[src/rtl/testchip_rst_seq_pkg.sv]
// Shared types and constants for the testchip reset sequencer.
// Domain indices fix both the release order (ascending) and the assert order (descending).
package testchip_rst_seq_pkg;

    localparam int NUM_DOM   = 4;

    localparam int DOM_TCLK  = 0;
    localparam int DOM_DDRIO = 1;
    localparam int DOM_PHY   = 2;
    localparam int DOM_PAM3  = 3;

    typedef logic [NUM_DOM-1:0] dom_vec_t;

    typedef enum logic [1:0] {
        IDLE    = 2'd0,
        RAMP_UP = 2'd1,
        UP      = 2'd2,
        RAMP_DN = 2'd3
    } seq_state_e;

endpackage : testchip_rst_seq_pkg

[src/rtl/testchip_rst_gap_cnt.sv]
// Loadable down-counter that spaces the sequencer steps.
// It saturates at zero, so an idle counter never wraps back to the top of its range.
module testchip_rst_gap_cnt #(
    parameter int DLY_W = 8
) (
    input  logic             noc_clk,
    input  logic             noc_rst,
    input  logic             load,
    input  logic [DLY_W-1:0] load_val,
    output logic             zero
);

    logic [DLY_W-1:0] cnt_q;
    logic [DLY_W-1:0] cnt_d;

    // NOTE: every always_comb output gets a default first, so no path leaves it unassigned and no latch is inferred.
    always_comb begin
        cnt_d = cnt_q;
        if (load) begin
            cnt_d = load_val;
        end else if (cnt_q != '0) begin
            cnt_d = cnt_q - 1'b1;
        end
    end

    // NOTE: sequential state uses non-blocking assignments so all flops update together at the edge.
    always_ff @(posedge noc_clk) begin
        if (noc_rst) begin
            cnt_q <= '0;
        end else begin
            cnt_q <= cnt_d;
        end
    end

    assign zero = (cnt_q == '0);

endmodule : testchip_rst_gap_cnt

[src/rtl/testchip_rst_seq.sv]
// Programmable reset sequencer: releases the four clock/reset-block domains in ascending
// order with a programmable gap, asserts them again in descending order, reports progress.
module testchip_rst_seq
    import testchip_rst_seq_pkg::*;
#(
    parameter int DLY_W = 8
) (
    input  logic             noc_clk,
    input  logic             noc_rst,
    input  logic             seq_up_req,
    input  logic             seq_dn_req,
    input  logic [3:0]       dom_mask,
    input  logic [DLY_W-1:0] gap_cycles,
    output logic             param_test_clk_ctrl_reset_n,
    output logic             param_ddrio_ctrl_reset_n,
    output logic             param_phy_ss_reset_n,
    output logic             param_pam3_ss_reset_n,
    output logic             seq_busy,
    output logic             seq_up_done,
    output logic             seq_err
);

    seq_state_e       state_q, state_d;
    dom_vec_t         rel_q, rel_d;
    dom_vec_t         mask_q, mask_d;
    logic [DLY_W-1:0] gap_q, gap_d;
    logic             busy_q, busy_d;
    logic             up_done_q, up_done_d;
    logic             err_q, err_d;

    dom_vec_t         up_cand;
    dom_vec_t         up_sel;
    dom_vec_t         dn_sel;
    dom_vec_t         rel_dn;
    logic             step_load;
    logic             gap_zero;

    testchip_rst_gap_cnt #(
        .DLY_W (DLY_W)
    ) u_gap_cnt (
        .noc_clk  (noc_clk),
        .noc_rst  (noc_rst),
        .load     (step_load),
        .load_val (gap_d),
        .zero     (gap_zero)
    );

    // Priority encoders: lowest domain still waiting to be released, highest domain released.
    always_comb begin
        up_cand = (state_q == IDLE) ? dom_vec_t'(dom_mask) : (mask_q & ~rel_q);
        up_sel  = '0;
        for (int i = NUM_DOM - 1; i >= 0; i--) begin
            if (up_cand[i]) begin
                up_sel    = '0;
                up_sel[i] = 1'b1;
            end
        end
        dn_sel = '0;
        for (int i = 0; i < NUM_DOM; i++) begin
            if (rel_q[i]) begin
                dn_sel    = '0;
                dn_sel[i] = 1'b1;
            end
        end
        rel_dn = rel_q & ~dn_sel;
    end

    always_comb begin
        state_d   = state_q;
        rel_d     = rel_q;
        mask_d    = mask_q;
        gap_d     = gap_q;
        up_done_d = up_done_q;
        err_d     = 1'b0;
        step_load = 1'b0;

        unique case (state_q)
            IDLE: begin
                // A simultaneous down request wins, and down from IDLE is a no-op.
                if (seq_up_req && !seq_dn_req) begin
                    mask_d    = dom_vec_t'(dom_mask);
                    gap_d     = gap_cycles;
                    rel_d     = up_sel;
                    step_load = 1'b1;
                    if ((up_cand & ~up_sel) == '0) begin
                        state_d   = UP;
                        up_done_d = 1'b1;
                    end else begin
                        state_d   = RAMP_UP;
                    end
                end
            end

            RAMP_UP: begin
                if (seq_dn_req) begin
                    rel_d     = rel_dn;
                    step_load = 1'b1;
                    state_d   = (rel_dn == '0) ? IDLE : RAMP_DN;
                end else if (gap_zero) begin
                    rel_d     = rel_q | up_sel;
                    step_load = 1'b1;
                    if ((up_cand & ~up_sel) == '0) begin
                        state_d   = UP;
                        up_done_d = 1'b1;
                    end
                end
            end

            UP: begin
                if (seq_dn_req) begin
                    rel_d     = rel_dn;
                    up_done_d = 1'b0;
                    step_load = 1'b1;
                    state_d   = (rel_dn == '0) ? IDLE : RAMP_DN;
                end
            end

            RAMP_DN: begin
                err_d = seq_up_req;
                if (gap_zero) begin
                    rel_d     = rel_dn;
                    step_load = 1'b1;
                    if (rel_dn == '0) begin
                        state_d = IDLE;
                    end
                end
            end

            default: begin
                state_d = IDLE;
            end
        endcase

        busy_d = (state_d == RAMP_UP) || (state_d == RAMP_DN);
    end

    always_ff @(posedge noc_clk) begin
        if (noc_rst) begin
            state_q   <= IDLE;
            rel_q     <= '0;
            mask_q    <= '0;
            gap_q     <= '0;
            busy_q    <= 1'b0;
            up_done_q <= 1'b0;
            err_q     <= 1'b0;
        end else begin
            state_q   <= state_d;
            rel_q     <= rel_d;
            mask_q    <= mask_d;
            gap_q     <= gap_d;
            busy_q    <= busy_d;
            up_done_q <= up_done_d;
            err_q     <= err_d;
        end
    end

    assign param_test_clk_ctrl_reset_n = rel_q[DOM_TCLK];
    assign param_ddrio_ctrl_reset_n    = rel_q[DOM_DDRIO];
    assign param_phy_ss_reset_n        = rel_q[DOM_PHY];
    assign param_pam3_ss_reset_n       = rel_q[DOM_PAM3];
    assign seq_busy                    = busy_q;
    assign seq_up_done                 = up_done_q;
    assign seq_err                     = err_q;

endmodule : testchip_rst_seq

[config.mk]
export PLATFORM = sky130hd
export DESIGN_NAME = testchip_rst_seq
export DESIGN_NICKNAME = d
export VERILOG_FILES = /design/src/rtl/testchip_rst_seq_pkg.sv /design/src/rtl/testchip_rst_gap_cnt.sv /design/src/rtl/testchip_rst_seq.sv
export SDC_FILE = /design/constraint.sdc
export NUM_CORES = 1
export LEC_CHECK = 0
export BUFFER_PORTS_ARGS = -buffer_cell sky130_fd_sc_hd__buf_2
export CORE_MARGIN = 3
export CORE_UTILIZATION = 50
export DETAILED_ROUTE_END_ITERATION = 16
export PLACE_DENSITY = 0.81
export RECOVER_POWER = 25
export SYNTH_ARGS = -nofsm -noshare
export SYNTH_HDL_FRONTEND = slang
export SYNTH_SLANG_ARGS = --single-unit
export TNS_END_PERCENT = 5
[constraint.sdc]
create_clock -name noc_clk -period 1.9 [get_ports noc_clk]
set_clock_uncertainty 0.1 [all_clocks]
set_input_delay 0.095 -clock noc_clk [delete_from_list [all_inputs] [get_ports noc_clk]]
set_output_delay 0.095 -clock noc_clk [all_outputs]
set_load 0.05 [all_outputs]
# [Yosys cells after proc, flatten, opt, wreduce, memory -nomap -nowiden]
# Index checks and enable logic that the tools add are counted.
[classes] addsub=1 eq_ne=11 mux=40 bitwise_logic=8 reduce_logical=14
[ops] cell="4-bit 2-to-1 mux" n=13
[ops] cell="8-bit 2-to-1 mux" n=4
[ops] cell="2-bit 2-to-1 mux" n=9
[ops] cell="4-bit case mux with 4 select lines" n=1
[ops] cell="4-bit AND" n=3
[ops] cell="4-bit inverter" n=3
[ops] cell="1-bit 2-to-1 mux" n=10
[ops] cell="4-bit zero test" n=2
[ops] cell="8-bit zero test" n=1
[ops] cell="2-bit inequality test (second input constant)" n=4
[ops] cell="2-bit case mux with 4 select lines" n=1
[ops] cell="8-bit nonzero test" n=1
[ops] cell="8-bit by 1-bit subtractor with 8-bit output (second input constant)" n=1
[ops] cell="2-bit equality test (second input constant)" n=3
[ops] cell="5-bit AND reduction" n=1
[ops] cell="2-bit by 1-bit equality test with 1-bit output (second input constant)" n=2
[ops] cell="4-bit OR" n=1
[ops] cell="1-bit case mux with 4 select lines" n=1
[ops] cell="4-bit AND reduction" n=1
[ops] cell="3-bit inequality test (second input constant)" n=1
[ops] cell="1-bit case mux with 3 select lines" n=1
[ops] cell="3-bit nonzero test" n=1
[ops] cell="2-bit zero test" n=1
[ops] cell="2-bit by 1-bit inequality test with 1-bit output (second input constant)" n=1
[ops] cell="other kinds (7)" n=7
[word_totals] reg_bits=29 in_bits=16 out_inout_bits=7 elab_cells=82

# [Logic depth before layout (Yosys ltp)]
# Gate-level depths: netlist of run 1.
[logic_depth] ltp_word=16 mapped_depth=9 ltp_nobuf=8

# [Hierarchy]
# A second synthesis of run 1 with hierarchy kept.
[hier_totals] cells_unflattened=193 hier_area_um2=1697.9
[by_module_without_submodules] module="testchip_rst_seq" n_inst=1 cells_each=140 area_per_inst_um2=1222.4 seq_area_each_um2=420.4
[by_module_without_submodules] module="testchip_rst_gap_cnt" n_inst=1 cells_each=53 area_per_inst_um2=475.5 seq_area_each_um2=160.2

# [Worst setup path after synthesis of run 1]
# No wires, ideal clock.
[synth_timing] path_kind="register to register" from="register (tool-made name)" to="register up_done_q (netlist: seq_up_done)" setup_ps=70 arrival_time_ps=2096 path_slack_ps=-366 path_stages_with_launch=8 path_cell_list="dfxtp_1 -> buf_2 -> nor2_4 -> mux2i_4 -> nand2_1 -> o21a_1 -> or4_1 -> a21oi_1"
[synth_rtl] element="to (signal assigned)" line_no="testchip_rst_seq.sv:152" text="up_done_q <= up_done_d;"
[synth_rtl] element="to (decl)" line_no="testchip_rst_seq.sv:28" text="logic up_done_q, up_done_d;"

==> results of run 1 <==
path summary, 6_finish.rpt:
| path | to | slack, ps | cells after the start |
|---|---|---|---|
| min | seq_up_done | 40 | 3 |
| max reg2reg | register | -30 | 7 |
| max | register | -30 | 7 |
| min reg2reg | mask_q[3] | 370 | 2 |
worst max-delay path, delay by kind of cell (launching register included):
| kind | cells | cell delay (ps) |
|---|---|---|
| AO/OA/AOI/OAI | 3 | 550 |
| flip-flops | 1 | 380 |
| AND/OR/NAND/NOR | 2 | 330 |
| multiplexers | 1 | 320 |
| buffers and inverters | 1 | 150 |
what timing repair did:
item,CTS,global route
endpoints found under the hold margin,13,0
hold buffers,13,0
endpoints found under the setup margin,12,14
gates cloned,0,0
resized for setup,11,13
buffers inserted,6,2
pin swaps,5,2
registers in the layout (all words and copies together), names as in the netlist, named ones only:
| signal | count |
|---|---|
| seq_err | 1 |
| seq_up_done | 1 |
| mask_q | 4 |
| u_gap_cnt.cnt_q | 8 |
| rel_q | 4 |
| gap_q | 8 |
per-stage QoR:
step / std cells / setup TNS, ps
after floorplan: 184 / -373.3
final: 267 / -91.80
after CTS: 265 / -70.84
after global routing: 267 / -759.1
after detailed placement: 242 / -288.9
after global placement: 242 / 0
routing by layer:
metal	wire length (um)	up-vias
li1	-	763
met1	1685	749
met2	2108	63
met3	244	13
met4	102	0
met5	0	-
cells in the final DEF, fill, tap and decap left out, drive strengths merged, types with 2 or more instances in the layout:
cell and instances:
or3 2, nand2b 2, nor3 6, inv 4, nand3 2, buf 40, nor4 2, nand3b 2
a21o 3, a21oi 19, xnor2 4, and3 2, mux2 2, nor2 19, mux2i 11, o21ai 6
a31oi 4, nor2b 7, clkbuf 8, nor3b 3, dfxtp 28, nand2 21, o21bai 2, o21a 4
dlygate4sd3 13, o22a 3
final cells by class:
| cell class | count | share of cell area (%) |
|---|---|---|
| clock buffer | 4 | 1.284 |
| sequential | 28 | 27.69 |
| inverter | 4 | 0.7335 |
| timing repair buffer | 57 | 19.93 |
| multi-input combinational | 143 | 48.47 |
| tap | 31 | 1.895 |
power by group:
group / switching (mW) / internal (mW)
Sequential: 0.0909 / 0.683
Combinational: 0.617 / 0.605
Clock: 0.170 / 0.0824
Total: 0.878 / 1.37
kinds of logic after synthesis:
kind of cell	after synthesis	synth area share [%]
muxes	13	9.794
AOI/OAI and AO/OA	50	21.15
xor gates and xnor gates	5	2.881
DFF	28	36.87
and+or+nand+nor	73	24.28
buffers and inverters	13	3.539
adders and majority gates	2	1.481
==> flow_summary_export.csv, run 1 <==
group,metric,value,unit
outcome,status,"finished with violations",
outcome,violations,"negative setup slack",
yosys,synth_edf_count,0,
clock_tree,clock_sinks,28,
clock_tree,path_clk_slew,140,ps
hold_path,hold_class,"in2reg",
global_route,met3_usage,3.354,%
sta,finalCriticalPeriod,1930,ps
final_layout,num_antenna_cells,0,
critical_path,critPathSlowestCell,"dfxtp_4",
placed_design,port_buffers,22,
global_route,grt_pass1_vias,1543,
sta,slew_headroom,60.32,%
global_route,antenna_found_initial,0,
global_route,top_usage_layer,"met2",
floorplanning,core_area,2829,um^2
final_layout,drive_gt1_share,28.81,%
floorplanning,pin_count,23,
sta,hold-worst-slack,40.30,ps
final_layout,multi_input_area,992.2,um^2
yosys,yosysUniqueCellTypes,47,
power_and_ir_drop,max-vdd-ir-drop,897.4,uV
critical_path,crit_path_end_kind,"register",
final_layout,final-seq-area,566.8,um^2
placed_design,dp_hpwl,2.908,mm
clock_tree,root_buffer,"clkbuf_4",
power_and_ir_drop,p_per_area,1099,nW/um^2
critical_path,crit_chain,"nor2_4 -> mux2i_2 -> o211ai_1 -> o21a_1 -> buf_4 -> a221oi_2 -> nor3_1",
global_route,grt_util_met2,39.58,%
global_route,globalRoute.totalOverflow,0,
drt,drt_iter0_drc,80,
drt,vias,1588,
floorplanning,die_h,61.14,um
yosys,synth_area_per_cell,8.262,um^2
floorplanning,initial_core_util,53.74,%
run,drv_cap,0,
critical_path,critPathLaunchType,"register",
final_layout,utilization,72.36,%
floorplanning,num_rows,19,
clock_tree,htree_levels,1,
yosys,synth_flop_cell,"dfxtp_1",
floorplanning,dieWidth,61.14,um
yosys,yosys.area.top_type,"dfxtp_1",
critical_path,crit_required,2010,ps
final_layout,fin_nets,254,
placed_design,dp_slack,-65.85,ps
sta,fmax,518.2,MHz
clock_tree,worstSkewPairLatency,320,ps
final_layout,syn2layout_area_growth,34.65,%
drt,wl_per_cell,15.51,um
placed_design,placed_area,1739,um^2
yosys,yosysMostFrequentCell,"dfxtp_1",
placed_design,place.gp.congestion,0.9046,
sta,finalCritPeriodShare,101.6,%
global_route,grt_pass1_wl,6.617,mm
clock_tree,numCtsBuffers,3,
power_and_ir_drop,p_total,2.249,mW
sta,finalHoldViolations,0,
critical_path,slowest_delay,380,ps
drt,routed_via_density,5.948,
yosys,syn_area,1520,um^2
clock_tree,clk_path_buf_depth,2,
critical_path,path_class,"reg2reg",
power_and_ir_drop,p_leak,0.8182,nW
floorplanning,dieArea,3738,um^2
yosys,syn-num-nets,201,
yosys,netlist_top_cells_area,"dfxtp_1 37%, a21oi_1 6.3%, mux2i_1 5.9%",
global_route,use_met1,29.27,%
yosys,seq_area_frac_synth,36.87,%
global_route,grt_max_degree,29,
yosys,yosys_register_bits,28,
global_route,grt_use_total,23.24,%
sta,worst_pin_slew,597.8,ps
final_layout,postLayoutCellArea,2047,um^2
final_layout,n_fill_cell,221,
sta,fin_ws,-29.70,ps
yosys,synthArstFlopShare,0,%
yosys,postSynthCellCount,184,
yosys,synth.top_cell.area_share,36.87,%
yosys,ys_warn_count,0,
sta,rsz0062_at_grt,"yes",
sta,maxSlewViolCount,0,
drt,drtPass1Iterations,4,
clock_tree,tritoncts,"done",
hold_path,worstHoldStart,"seq_dn_req",
critical_path,path_max_fanout,6,
sta,setup_viol_count_final,4,
drt,ant_nets,0,
drt,drc_errors,0,
yosys,synth.top_cells.by_count,"28 x dfxtp_1, 21 x nand2_1, 19 x a21oi_1, 18 x nor2_1, 9 x mux2i_1",
critical_path,arrival,2040,ps
drt,routed_wl,4.140,mm
(Power assumes the default switching activity.)
==> run 2: changes to the inputs <==
--- a/config.mk
+++ b/config.mk
@@ -5,11 +5,13 @@
 export SDC_FILE = /design/constraint.sdc
 export NUM_CORES = 1
 export LEC_CHECK = 0
+export ABC_AREA = 1
 export BUFFER_PORTS_ARGS = -buffer_cell sky130_fd_sc_hd__buf_2
 export CORE_MARGIN = 3
-export CORE_UTILIZATION = 50
+export CORE_UTILIZATION = 35
+export CTS_BUF_LIST = sky130_fd_sc_hd__clkbuf_4 sky130_fd_sc_hd__clkbuf_8 sky130_fd_sc_hd__clkbuf_16
 export DETAILED_ROUTE_END_ITERATION = 16
-export PLACE_DENSITY = 0.81
+export PLACE_DENSITY = 0.62
 export RECOVER_POWER = 25
 export SYNTH_ARGS = -nofsm -noshare
 export SYNTH_HDL_FRONTEND = slang
==> flow_summary_export.csv, run 2 <==
group,metric,value,unit
final_layout,drive_gt1_share,20.37,%
global_route,grt_pass1_vias,1385,
final_layout,num_antenna_cells,0,
sta,slew_headroom,60.46,%
final_layout,fin_nets,288,
critical_path,reg2reg_from,"u_gap_cnt.cnt_q[0]",
critical_path,critPathLaunchType,"register",
critical_path,arrival,1860,ps
drt,vias,1540,
final_layout,n_fill_cell,438,
final_layout,final_cell_mix,"58 x nand2_1, 27 x inv_1, 27 x dfxtp_1",
final_layout,postLayoutCellArea,1988,um^2
power_and_ir_drop,p_total,2.198,mW
clock_tree,clock_sinks,28,
sta,maxSlewViolCount,0,
clock_tree,path_clk_slew,100,ps
drt,drc_errors,0,
drt,routed_via_density,4.813,
clock_tree,numCtsBuffers,3,
placed_design,place.gp.congestion,0.9311,
yosys,netlist_top_cells_area,"dfxtp_1 35%, nand2_1 14%, inv_1 6.6%",
floorplanning,dieWidth,73.41,um
drt,routed_wl,3.782,mm
power_and_ir_drop,max-vdd-ir-drop,404.2,uV
sta,rsz0062_at_grt,"yes",
global_route,grt_use_total,15.13,%
yosys,yosys_register_bits,28,
floorplanning,initial_core_util,37.85,%
yosys,synth.top_cell.area_share,35.25,%
critical_path,crit_path_end_kind,"register",
power_and_ir_drop,p_per_area,1106,nW/um^2
yosys,yosysMostFrequentCell,"nand2_1",
drt,ant_nets,0,
placed_design,placed_area,1787,um^2
clock_tree,worstSkewPairLatency,280,ps
placed_design,dp_hpwl,2.780,mm
final_layout,final-seq-area,561.8,um^2
global_route,antenna_found_initial,0,
yosys,synth_area_per_cell,6.975,um^2
yosys,synthArstFlopShare,0,%
run,drv_cap,0,
drt,drt_iter0_drc,81,
yosys,synth_edf_count,0,
global_route,grt_max_degree,17,
drt,wl_per_cell,11.82,um
clock_tree,root_buffer,"clkbuf_8",
yosys,seq_area_frac_synth,35.25,%
critical_path,path_class,"reg2reg",
sta,worst_pin_slew,595.6,ps
sta,setup_viol_count_final,0,
clock_tree,htree_levels,1,
yosys,postSynthCellCount,228,
clock_tree,tritoncts,"done",
clock_tree,clk_path_buf_depth,2,
sta,finalHoldViolations,0,
power_and_ir_drop,p_leak,0.9450,nW
critical_path,crit_required,2010,ps
floorplanning,core_area,4202,um^2
final_layout,final_common_cell,"nand2_1",
placed_design,port_buffers,22,
drt,drtPass1Iterations,4,
yosys,ys_warn_count,0,
sta,finalCriticalPeriod,1751,ps
floorplanning,num_rows,23,
yosys,synth_flop_cell,"dfxtp_1",
global_route,grt_pass1_wl,6.499,mm
final_layout,multi_input_area,893.4,um^2
yosys,syn-num-nets,245,
floorplanning,die_h,73.41,um
hold_path,hold_class,"in2reg",
critical_path,startpoint,"u_gap_cnt.cnt_q[0]",
final_layout,syn2layout_area_growth,25.02,%
yosys,yosys.area.top_type,"dfxtp_1",
critical_path,path_max_fanout,11,
outcome,status,"complete, no violations",
floorplanning,pin_count,23,
sta,hold-worst-slack,5.434,ps
yosys,syn_area,1590,um^2
sta,finalCritPeriodShare,92.16,%
yosys,yosysUniqueCellTypes,36,
yosys,synth.top_cells.by_count,"58 x nand2_1, 28 x dfxtp_1, 28 x inv_1, 20 x nor2_1, 17 x o21ai_0",
final_layout,top_regs,"gap_q: 8 flops, u_gap_cnt.cnt_q: 8 flops",
global_route,globalRoute.totalOverflow,0,
hold_path,worstHoldStart,"gap_cycles[6]",
floorplanning,dieArea,5388,um^2
sta,fmax,571.1,MHz
-- run 2: cell types whose count changed after synthesis, sizes merged, moves of 4 or more --
| cell | delta |
|---|---|
| nor2 | +7 |
| nor2b | -7 |
| nand2 | +41 |
| or2 | +4 |
| nand3 | +5 |
| o21ai | +12 |
| inv | +27 |
| mux2i | -5 |
-- run 2: through the flow --
stage / util, % / setup slack [ps] / TNS, ps / cells
finish: 47.32 / 149.0 / 0 / 320
global route: 47.32 / -7.809 / -7.809 / 320
CTS: 46.37 / 27.25 / 0 / 316
detailed placement: 42.53 / 51.87 / 0 / 303
global placement: 42.53 / 113.0 / 0 / 303
floorplan: - / 128.9 / 0 / 228
-- run 2: area by class of cell --
type,instances,share of cell area (%)
well taps,50,3.147
multi-input cells,164,44.93
inverters,31,5.853
clock inverters,1,1.510
flip-flops and latches,28,28.26
clock buffers,3,2.077
repair buffers,43,14.22
-- run 2: worst paths after layout --
path | end | slack [ps] | cells after the start
setup / recovery | u_gap_cnt.cnt_q[1] | 150 | 9
hold / removal | gap_q[6] | 5 | 3
setup reg to reg | u_gap_cnt.cnt_q[1] | 150 | 9
hold reg to reg | mask_q[2] | 370 | 2
-- run 2: cells by family after synthesis --
logic type,Yosys count,share of synthesized area [%]
AOI/OAI and AO/OA,46,17.00
DFF,28,35.25
xor gates and xnor gates,5,2.754
adders and majority gates,1,0.7867
buffers and inverters,36,9.678
muxes,6,3.777
and+or+nand+nor,106,30.76
-- run 2: critical path, stage by stage, from the launching register on --
cell	delay, ps
dfxtp_1	320
inv_2	100
ha_4	160
nand4_2	140
nor2_4	120
nand2_2	70
nand2_4	120
inv_2	100
or2_2	290
a31oi_1	160
-- run 2: repair_timing --
item / 4_1_cts / 5_1_grt
hold buffers: 9 / 0
buffers inserted: 0 / 4
hold endpoints to repair: 9 / 0
endpoints found under the setup margin: 0 / 6
resized for setup: 0 / 4
-- run 2: routing by layer --
layer  wire length, um  global-route usage [%]  vias up
met5                 0                       0        -
met4                63                   4.225        0
met3               183                   2.326        6
met2              1608                   23.04       42
met1              1926                   22.06      676
li1                  -                       -      816
-- run 2: where the power goes --
group          internal [mW]  total [mW]  switching [mW]
Sequential             0.681       0.757          0.0757
Combinational          0.394       0.955           0.561
Clock                  0.282       0.486           0.204
Total                   1.36        2.20           0.840
==> run 3: changes to the inputs <==
--- a/config.mk
+++ b/config.mk
@@ -11,7 +11,6 @@
 export CORE_UTILIZATION = 35
 export CTS_BUF_LIST = sky130_fd_sc_hd__clkbuf_4 sky130_fd_sc_hd__clkbuf_8 sky130_fd_sc_hd__clkbuf_16
 export DETAILED_ROUTE_END_ITERATION = 16
-export PLACE_DENSITY = 0.62
 export RECOVER_POWER = 25
 export SYNTH_ARGS = -nofsm -noshare
 export SYNTH_HDL_FRONTEND = slang
==> flow_summary_export.csv, run 3 (same netlist as run 2, synthesis figures left out) <==
group,metric,value,unit
final_layout,drive_gt1_share,18.42,%
run,drv_cap,0,
critical_path,arrival,1850,ps
final_layout,final_cell_mix,"58 x nand2_1, 27 x inv_1, 27 x dfxtp_1",
sta,setup_viol_count_final,0,
power_and_ir_drop,switching_share,37.82,%
critical_path,slowest_delay,330,ps
drt,drt_iter0_drc,121,
power_and_ir_drop,p_leak,0.9187,nW
critical_path,critPathLaunchType,"register",
power_and_ir_drop,p_seq_share,35.0,%
sta,maxSlewViolCount,0,
floorplanning,dieArea,5388,um^2
floorplanning,die_h,73.41,um
clock_tree,root_buffer,"clkbuf_8",
drt,ant_nets,0,
power_and_ir_drop,p_sw,0.8169,mW
critical_path,crit_path_end_kind,"register",
final_layout,final_common_cell,"nand2_1",
drt,drc_errors,0,
final_layout,fin_nets,284,
sta,finalCriticalPeriod,1740,ps
critical_path,path_class,"reg2reg",
drt,drtPass1Iterations,4,
critical_path,crit_chain,"inv_1 -> ha_4 -> nand4_2 -> nor2_4 -> nand2_2 -> nand2_4 -> inv_2 -> or2_2 -> a31oi_1",
critical_path,critPathSlowestCell,"dfxtp_1",
floorplanning,num_rows,23,
sta,finalHoldViolations,0,
global_route,grt_max_degree,17,
critical_path,path_delay_family,"simple AND/OR/NAND/NOR gates",
clock_tree,clock_sinks,28,
final_layout,num_antenna_cells,0,
clock_tree,numCtsBuffers,3,
critical_path,crit_required,2010,ps
critical_path,ff2ff_setup_slack,160,ps
clock_tree,tritoncts,"done",
global_route,grt_pass1_wl,6.113,mm
clock_tree,clk_path_buf_depth,2,
placed_design,port_buffers,22,
sta,worst_pin_slew,597.9,ps
global_route,grt_pass1_vias,1350,
final_layout,n_fill_cell,419,
power_and_ir_drop,max-vdd-ir-drop,446.2,uV
final_layout,top_regs,"gap_q: 8 flops, u_gap_cnt.cnt_q: 8 flops",
power_and_ir_drop,pwr-share-comb,43.0,%
final_layout,layout.cells.non_filler,316,
power_and_ir_drop,internal_power,1.343,mW
sta,hold-worst-slack,15.44,ps
floorplanning,initial_core_util,37.85,%
final_layout,postLayoutCellArea,1959,um^2
global_route,antenna_found_initial,0,
critical_path,crit_buf_inv,2,
drt,vias,1506,
floorplanning,pin_count,23,
clock_tree,worstSkewPairLatency,280,ps
critical_path,path_max_fanout,11,
power_and_ir_drop,p_per_area,1102,nW/um^2
global_route,globalRoute.totalOverflow,0,
placed_design,dp_hpwl,2.683,mm
placed_design,dp.cells,302,
drt,routed_via_density,4.766,
clock_tree,path_clk_slew,100,ps
drt,routed_wl,3.569,mm
placed_design,placed_area,1779,um^2
sta,fmax,574.6,MHz
power_and_ir_drop,p_total,2.160,mW
sta,rsz0062_at_grt,"no",
global_route,grt_use_total,14.00,%
sta,finalSetupTns,0,ps
hold_path,hold_class,"in2reg",
floorplanning,dieWidth,73.41,um
floorplanning,core_area,4202,um^2
drt,wl_per_cell,11.29,um
clock_tree,htree_levels,1,
outcome,status,"complete, no violations",
placed_design,place.gp.congestion,0.8610,
sta,finalCritPeriodShare,91.60,%
final_layout,syn2layout_area_growth,23.21,%
sta,slew_headroom,60.31,%
clock_tree,cts_setup_buffers,0,
power_and_ir_drop,clockPowerShare,22.0,%
[run 3: cell type report]
class                           instances  area (um^2)  area share (%)
Sequential cell                        28        561.8           28.67
Clock inverter                          1        30.03           1.533
Inverter                               31        116.4           5.939
Clock buffer                            3        41.29           2.107
Timing Repair Buffer                   39        254.0           12.96
Multi-Input combinational cell        164        893.4           45.59
Tap cell                               50        62.56           3.193
[run 3: metrics by stage]
| stage | setup slack [ps] | util (%) |
|---|---|---|
| 4_1_cts | 63.77 | 46.43 |
| 3_5_place_dp | 85.77 | 42.35 |
| 6_report | 159.5 | 46.63 |
| 5_1_grt | 4.681 | 46.63 |
| 2_1_floorplan | 128.9 | - |
| 3_3_place_gp | 79.63 | 42.35 |
[run 3: final timing paths]
path,startpoint,end,cells after the start
setup / recovery,u_gap_cnt.cnt_q[1],u_gap_cnt.cnt_q[1],9
setup reg to reg,u_gap_cnt.cnt_q[1],u_gap_cnt.cnt_q[1],9
hold reg to reg,mask_q[2],mask_q[2],2
hold / removal,dom_mask[2],mask_q[2],3
[run 3: repair_timing]
action,CTS,global route
hold buffers,10,0
gates resized for setup,0,4
setup endpoints to repair,0,4
endpoints found under the hold margin,10,0
[run 3: metal layers]
metal / GRT usage, % / wire length [um]
met1: 21.05 / 1960
met2: 21.05 / 1437
met3: 1.642 / 133
met4: 3.622 / 37
met5: 0 / 0
[run 3: power groups by stage]
| stage | Clock, mW | Sequential (mW) | Combinational [mW] |
|---|---|---|---|
| finish | 0.476 | 0.755 | 0.928 |
| global route | 0.507 | 0.769 | 1.06 |
| CTS | 0.494 | 0.752 | 0.907 |
| detailed placement | 0 | 0.764 | 0.887 |
| global placement | 0 | 0.766 | 0.894 |
| floorplan | 0 | 0.797 | 0.664 |
[run 3: worst min-delay path, stage by stage]
cell	delay [ps]
buf_2	80
o21ai_0	70
a21oi_1	100
